**src/rtl/mc_pkg.sv**
```systemverilog
// Shared types and encodings for the multicycle RV32 control sequencer.
package mc_pkg;

    typedef enum logic [2:0] {
        ST_IDLE   = 3'd0,
        ST_FETCH  = 3'd1,
        ST_DECODE = 3'd2,
        ST_EXEC   = 3'd3,
        ST_MEM    = 3'd4,
        ST_WB     = 3'd5
    } state_t;

    typedef enum logic [2:0] {
        CLS_NOP = 3'd0,
        CLS_R   = 3'd1,
        CLS_I   = 3'd2,
        CLS_LW  = 3'd3,
        CLS_SW  = 3'd4,
        CLS_BEQ = 3'd5,
        CLS_JAL = 3'd6
    } cls_t;

    localparam logic [6:0] OP_R   = 7'b0110011;
    localparam logic [6:0] OP_I   = 7'b0010011;
    localparam logic [6:0] OP_LW  = 7'b0000011;
    localparam logic [6:0] OP_SW  = 7'b0100011;
    localparam logic [6:0] OP_BEQ = 7'b1100011;
    localparam logic [6:0] OP_JAL = 7'b1101111;

    localparam logic [2:0] ALU_AND = 3'b000;
    localparam logic [2:0] ALU_OR  = 3'b001;
    localparam logic [2:0] ALU_ADD = 3'b010;
    localparam logic [2:0] ALU_SUB = 3'b110;
    localparam logic [2:0] ALU_SLT = 3'b111;

    // Unknown opcodes fall into the NOP class.
    function automatic cls_t opcode_class(input logic [6:0] op);
        case (op)
            OP_R:    return CLS_R;
            OP_I:    return CLS_I;
            OP_LW:   return CLS_LW;
            OP_SW:   return CLS_SW;
            OP_BEQ:  return CLS_BEQ;
            OP_JAL:  return CLS_JAL;
            default: return CLS_NOP;
        endcase
    endfunction

endpackage

```
**src/rtl/mc_decode.sv**
```systemverilog
// Combinational instruction decode: opcode class, operand select and ALU op.
module mc_decode
    import mc_pkg::*;
(
    input  logic [6:0] opcode,
    input  logic [2:0] funct3,
    input  logic       funct7_b5,
    output cls_t       cls,
    output logic       alu_src,
    output logic [2:0] alu_op
);

    always_comb begin
        cls     = opcode_class(opcode);
        alu_src = 1'b0;
        alu_op  = ALU_ADD;
        case (cls)
            CLS_I, CLS_LW, CLS_SW: alu_src = 1'b1;
            default:               alu_src = 1'b0;
        endcase
        case (cls)
            CLS_BEQ: alu_op = ALU_SUB;
            CLS_R, CLS_I: begin
                case (funct3)
                    3'b000:  alu_op = (cls == CLS_R && funct7_b5) ? ALU_SUB : ALU_ADD;
                    3'b111:  alu_op = ALU_AND;
                    3'b110:  alu_op = ALU_OR;
                    3'b010:  alu_op = ALU_SLT;
                    default: alu_op = ALU_ADD;
                endcase
            end
            default: alu_op = ALU_ADD;
        endcase
    end

endmodule

```
**src/rtl/multicycle_ctrl.sv**
```systemverilog
// Multicycle RV32 sequencer owning pc/ir with req/ack memory handshakes.
// Optional perf counters are built when PERF_CNT_EN is defined.
module multicycle_ctrl
    import mc_pkg::*;
#(
    parameter int unsigned    XLEN         = 32,
    parameter logic [XLEN-1:0] RESET_VECTOR = '0,
    parameter int unsigned    WAIT_LIMIT   = 0,
    parameter int unsigned    CNT_W        = 32
) (
    input  logic             clk,
    input  logic             rst_n,
    input  logic             boot,
    input  logic [XLEN-1:0]  entry_point,
    input  logic [31:0]      imem_rdata,
    input  logic             imem_ack,
    input  logic             dmem_ack,
    input  logic             zero,
    input  logic [XLEN-1:0]  branch_target,
    input  logic [XLEN-1:0]  jump_target,
    output logic [XLEN-1:0]  pc,
    output logic [31:0]      ir,
    output logic             imem_req,
    output logic             dmem_req,
    output logic             dmem_we,
    output logic             reg_write,
    output logic             alu_src,
    output logic             mem2reg,
    output logic [2:0]       alu_op,
    output logic             bus_err,
    output logic [CNT_W-1:0] cycle_cnt,
    output logic [CNT_W-1:0] instret_cnt
);

    localparam int unsigned WCNT_W = (WAIT_LIMIT > 1) ? $clog2(WAIT_LIMIT) : 1;

    state_t            state, state_next;
    logic [XLEN-1:0]   pc_next, pc_plus4;
    logic [31:0]       ir_next;
    logic              bus_err_next;
    logic [WCNT_W-1:0] wait_cnt, wait_cnt_next;
    logic              waiting, timeout, retire;
    cls_t              cls;
    logic              dec_alu_src;
    logic [2:0]        dec_alu_op;

    mc_decode u_decode (
        .opcode    (ir[6:0]),
        .funct3    (ir[14:12]),
        .funct7_b5 (ir[30]),
        .cls       (cls),
        .alu_src   (dec_alu_src),
        .alu_op    (dec_alu_op)
    );

    always_ff @(posedge clk or negedge rst_n) begin
        if (!rst_n) begin
            state    <= ST_IDLE;
            pc       <= RESET_VECTOR;
            ir       <= '0;
            bus_err  <= 1'b0;
            wait_cnt <= '0;
        end else begin
            state    <= state_next;
            pc       <= pc_next;
            ir       <= ir_next;
            bus_err  <= bus_err_next;
            wait_cnt <= wait_cnt_next;
        end
    end

    // Next state, pc/ir update, retire and ack-timeout detection.
    always_comb begin
        state_next   = state;
        pc_next      = pc;
        ir_next      = ir;
        bus_err_next = 1'b0;
        retire       = 1'b0;
        waiting      = 1'b0;
        pc_plus4     = pc + XLEN'(4);
        case (state)
            ST_IDLE: state_next = ST_IDLE;
            ST_FETCH: begin
                if (imem_ack) begin
                    ir_next    = imem_rdata;
                    state_next = ST_DECODE;
                end else begin
                    waiting = 1'b1;
                end
            end
            ST_DECODE: state_next = ST_EXEC;
            ST_EXEC: begin
                case (cls)
                    CLS_BEQ: begin
                        pc_next    = zero ? branch_target : pc_plus4;
                        state_next = ST_FETCH;
                        retire     = 1'b1;
                    end
                    CLS_LW, CLS_SW:         state_next = ST_MEM;
                    CLS_R, CLS_I, CLS_JAL:  state_next = ST_WB;
                    default: begin
                        pc_next    = pc_plus4;
                        state_next = ST_FETCH;
                        retire     = 1'b1;
                    end
                endcase
            end
            ST_MEM: begin
                if (dmem_ack) begin
                    if (cls == CLS_SW) begin
                        pc_next    = pc_plus4;
                        state_next = ST_FETCH;
                        retire     = 1'b1;
                    end else begin
                        state_next = ST_WB;
                    end
                end else begin
                    waiting = 1'b1;
                end
            end
            ST_WB: begin
                pc_next    = (cls == CLS_JAL) ? jump_target : pc_plus4;
                state_next = ST_FETCH;
                retire     = 1'b1;
            end
            default: state_next = ST_IDLE;
        endcase

        timeout       = (WAIT_LIMIT != 0) && waiting && (wait_cnt == WCNT_W'(WAIT_LIMIT - 1));
        wait_cnt_next = (waiting && !timeout) ? wait_cnt + WCNT_W'(1) : '0;
        if (timeout) begin
            state_next   = ST_IDLE;
            bus_err_next = 1'b1;
        end

        // boot overrides everything, including an ack or timeout this cycle.
        if (boot) begin
            state_next    = ST_FETCH;
            pc_next       = entry_point;
            ir_next       = ir;
            retire        = 1'b0;
            bus_err_next  = 1'b0;
            wait_cnt_next = '0;
        end
    end

    always_comb begin
        imem_req  = (state == ST_FETCH);
        dmem_req  = (state == ST_MEM);
        dmem_we   = (state == ST_MEM) && (cls == CLS_SW);
        reg_write = (state == ST_WB) && !boot;
        mem2reg   = (state == ST_WB) && (cls == CLS_LW);
        alu_src   = (state == ST_EXEC) && dec_alu_src;
        alu_op    = (state == ST_EXEC) ? dec_alu_op : ALU_AND;
    end

`ifdef PERF_CNT_EN
    logic [CNT_W-1:0] cycle_q, instret_q;

    always_ff @(posedge clk or negedge rst_n) begin
        if (!rst_n) begin
            cycle_q   <= '0;
            instret_q <= '0;
        end else begin
            if (state != ST_IDLE) cycle_q <= cycle_q + CNT_W'(1);
            if (retire)           instret_q <= instret_q + CNT_W'(1);
        end
    end

    assign cycle_cnt   = cycle_q;
    assign instret_cnt = instret_q;
`else
    logic unused_perf;
    assign unused_perf = retire;
    assign cycle_cnt   = '0;
    assign instret_cnt = '0;
`endif

endmodule

```
**config.mk**
```make
export PLATFORM = sky130hd
export DESIGN_NAME = multicycle_ctrl
export DESIGN_NICKNAME = d
export VERILOG_FILES = /design/src/rtl/mc_pkg.sv /design/src/rtl/mc_decode.sv /design/src/rtl/multicycle_ctrl.sv
export SDC_FILE = /design/constraint.sdc
export NUM_CORES = 1
export LEC_CHECK = 0
export ABC_AREA = 0
export BUFFER_PORTS_ARGS = -buffer_cell sky130_fd_sc_hd__buf_2
export CORE_MARGIN = 3
export CORE_UTILIZATION = 45
export CTS_CLUSTER_SIZE = 12
export DETAILED_ROUTE_END_ITERATION = 10
export PLACE_DENSITY = 0.81
export REMOVE_ABC_BUFFERS = 1
export SLEW_MARGIN = 15
export SYNTH_ARGS = -nofsm -noshare
export SYNTH_HDL_FRONTEND = slang
export SYNTH_HIERARCHICAL = 1
export SYNTH_SLANG_ARGS = --single-unit
export TNS_END_PERCENT = 30
```
**constraint.sdc**
```tcl
create_clock -name clk -period 4 [get_ports clk]
set_input_delay 0.6 -clock clk [delete_from_list [all_inputs] [get_ports clk]]
set_output_delay 0.6 -clock clk [all_outputs]
set_load 0.005 [all_outputs]
```
==> key figures <==
Floorplanning
  – Die Wd: 109 um
  – FP Rows: 37
  – Starting density of the core: 0.463
  – I/O pin count: 272
  – Die Y: 109 um
  – Core Region: 0.0104 mm^2
  – Die ar.: 0.0120 mm^2

Layout
  – Storage cell area: 0.00168 mm^2
  – Commonest cells after routing, fill and taps aside: buf_2, dfrtp_1, conb_1
  – Final Util: 0.572
  – Fraction of layout cells with a size suffix above 1: 0.368
  – Final Net Count: 872
  – Fill count: 937
  – Synth-to-Final Area Change: 23.4%
  – Multi-input logic area: 0.00268 mm^2
  – Commonest non-fill, non-tap cell in the layout: buf_2

Synthesis
  – Main synth FF type: dfrtp_1
  – EDFF count, synth: 0
  – Flop and latch count out of synthesis: 67
  – Post-synth cell types: 65
  – Post-Syn Area: 0.00481 mm^2
  – Register area share after synthesis: 0.349
  – Async S/R FF share, synth: 1.00
  – Avg Cell Area, Syn: 8.92 um^2
  – Synth warn: 6
  – Post-Syn Instances: 539

Clocking
  – Clock Tree Root: clkbuf_8
  – Post_cts resized: 0
  – Number of clock sinks: 67
  – Clock Path Buffers: 2
  – Hold Buf Count CTS: 0
  – H-tree Lvls: 3
  – Clk Latency, worst-skew pair: 350 ps
  – Postcts setup bufs: 0
  – CTS buffer count: 9
  – TritonCTS clock tree: built
  – CTS clock-pin slew for the worst setup and hold paths: 90 ps

Critical path
  – CP delay by family, top: simple AND/OR/NAND/NOR gates
  – Critical Path Start Type: register
  – Worst path most repeated cell: buf_4
  – CP arrival: 3540 ps
  – Slowest CP cell: dfrtp_1
  – CP bufs+invs: 2
  – Worst path cell trace: and3_2 -> nor2_1 -> nor4b_1 -> buf_4 -> nand2b_1 -> a32oi_1 -> and3_1 -> or2_1 -> buf_4 -> nand2_1 -> a32o_1
  – Critical Path Sink Type: register
  – CP max stage delay: 520 ps
  – Worst-path maximum fanout: 19
  – CP Class: register to register
  – Worst EP required: 4230 ps

Power and ir drop
  – Sw Share: 0.321
  – Overall power: 2.29 mW
  – Logic pwr share: 0.268
  – Power density over cell area: 386 mW/mm^2
  – Max VDD drop: 0.286 mV
  – Int Pwr: 1.55 mW
  – Psw: 0.735 mW
  – Flop pwr share: 0.419
  – Clk pwr share: 0.313
  – Leak: 2.83 nW

Route
  – Drt total wl: 15.5 mm
  – Vias: 4930
  – Iter 0 DRT Violations: 277
  – Vias/cell: 5.62
  – DRC: 0
  – WL/cell: 17.7 um
  – Post-DRT Antenna Nets: 0
  – DR pass1 iterations: 6

Timing
  – Final setup TNS: 0 ps
  – Fin worst setup slack: 699 ps
  – RSZ-0062 raised after global routing: no
  – Least-Margin Pin Slew: 749 ps
  – Final worst path period share: 0.825
  – Post-layout minimum cycle time: 3300 ps
  – Final Setup Violations: 0
  – Relative slew margins: 0.500
  – Skew final: 18.0 ps
  – Hold Vio Cnt, Final: 0
  – Final Max Tran Viols: 0
  – Peak Freq: 303 MHz

Run
  – Maxcap violations: 0

Global routing
  – Overflow after GRT: 0
  – Pin count of the biggest net entering global routing: 42
  – Antenna violations before repair: 3
  – GRT Resource Usage Total: 0.251
  – First-pass GRT wire length: 23.5 mm
  – Vias in the first global route: 4646

Placement
  – Detailed-placement wirelength estimate: 11.9 mm
  – I/O Buffers: 206
  – GP Congestion: 0.926
  – Worst slack, placed: 819 ps

Run status
  – Status: complete, no violations

Min path
  – Hold crit path type: input pin to asynchronous set/reset pin
[path summary, 6_finish.rpt]
kind	endpoint	slack, ps	from	cells past startpoint
worst max-delay path	pc[9]$_DFFE_PN0P_	700	ir[6]$_DFFE_PN0P_	11
worst min-delay path	pc[13]$_DFFE_PN0P_	200	rst_n	1
worst max register to register	pc[9]$_DFFE_PN0P_	700	ir[6]$_DFFE_PN0P_	11
worst min register to register	ir[17]$_DFFE_PN0P_	500	ir[17]$_DFFE_PN0P_	1
max in group asynchronous	state[0]$_DFFE_PN0P_	3060	rst_n	2
min in group clk	ir[15]$_DFFE_PN0P_	460	imem_rdata[15]	2
[synth_stat cells, drive strengths merged, types with 7 or more instances]
cell | count | area [um^2]
a21oi | 24 | 120
a221o | 8 | 80.1
a221oi | 16 | 140
buf | 84 | 611
clkbuf | 11 | 41.3
dfrtp | 67 | 1680
inv | 11 | 41.3
mux2 | 32 | 360
nand2 | 41 | 154
nand2b | 11 | 68.8
nand3 | 18 | 90.1
nand4 | 11 | 68.8
nor2 | 26 | 100
nor3 | 10 | 50.1
o21ai | 45 | 225
o22ai | 9 | 56.3
o31ai | 10 | 75.1
xnor2 | 7 | 61.3
xor2 | 8 | 70.1
[flip-flops by register name, summed over array words and instances (netlist names)]
| register | flops |
|---|---|
| ir | 32 |
| pc | 32 |
| state | 3 |
[logic make-up (layout without fill, tap and decap cells)]
kind of cell | count (synthesis) | in the layout | share of synthesized area
multiplexers | 36 | 36 | 0.0833
XOR/XNOR | 15 | 15 | 0.0273
AO/OA/AOI/OAI | 150 | 150 | 0.210
buffers and inverters | 106 | 244 | 0.144
flip-flops | 67 | 67 | 0.349
AND/OR/NAND/NOR | 162 | 162 | 0.180
other | 1 | 66 | 0.000780
adder cells (fa/ha/maj) | 2 | 2 | 0.00521
[area by class of cell]
cell class | instances | area share
diodes | 1 | 0.000422
clock buffers | 10 | 0.0232
clock inverters | 6 | 0.0188
inverters | 11 | 0.00696
multi-input cells | 430 | 0.452
flip-flops and latches | 67 | 0.283
well taps | 136 | 0.0287
repair buffers | 217 | 0.188
[power by group through the flow]
stage	Sequential (mW)	Combinational (mW)	Clock (mW)
6_report	0.958	0.614	0.717
5_1_grt	0.981	0.687	0.756
4_1_cts	0.956	0.617	0.727
3_5_place_dp	0.967	0.615	0
3_3_place_gp	0.957	0.599	0
2_1_floorplan	0.949	0.301	0
[metrics by stage]
| stage | cells | cell area [um^2] | hold WS [ps] |
|---|---|---|---|
| 6_report | 878 | 5930 | 196 |
| 5_1_grt | 878 | 5930 | 216 |
| 4_1_cts | 877 | 5930 | 189 |
| 3_5_place_dp | 861 | 5680 | 488 |
| 3_3_place_gp | 861 | 5680 | 483 |
| 2_1_floorplan | 508 | 4390 | 304 |
[per-layer routing]
layer,track usage,up-vias,part of all wire
met2,0.425,301,0.50
met1,0.306,2328,0.37
met5,0,-,0.0014
met3,0.0699,30,0.11
li1,-,2267,-
met4,0.0908,4,0.022
[worst register-to-register path, stage by stage (launching register included)]
cell	delay, ps
dfrtp_1	520
and3_2	220
nor2_1	40
nor4b_1	320
buf_4	210
nand2b_1	100
a32oi_1	310
and3_1	420
or2_1	420
buf_4	320
nand2_1	90
a32o_1	200
No activity file was read; power rests on OpenSTA's default activity.
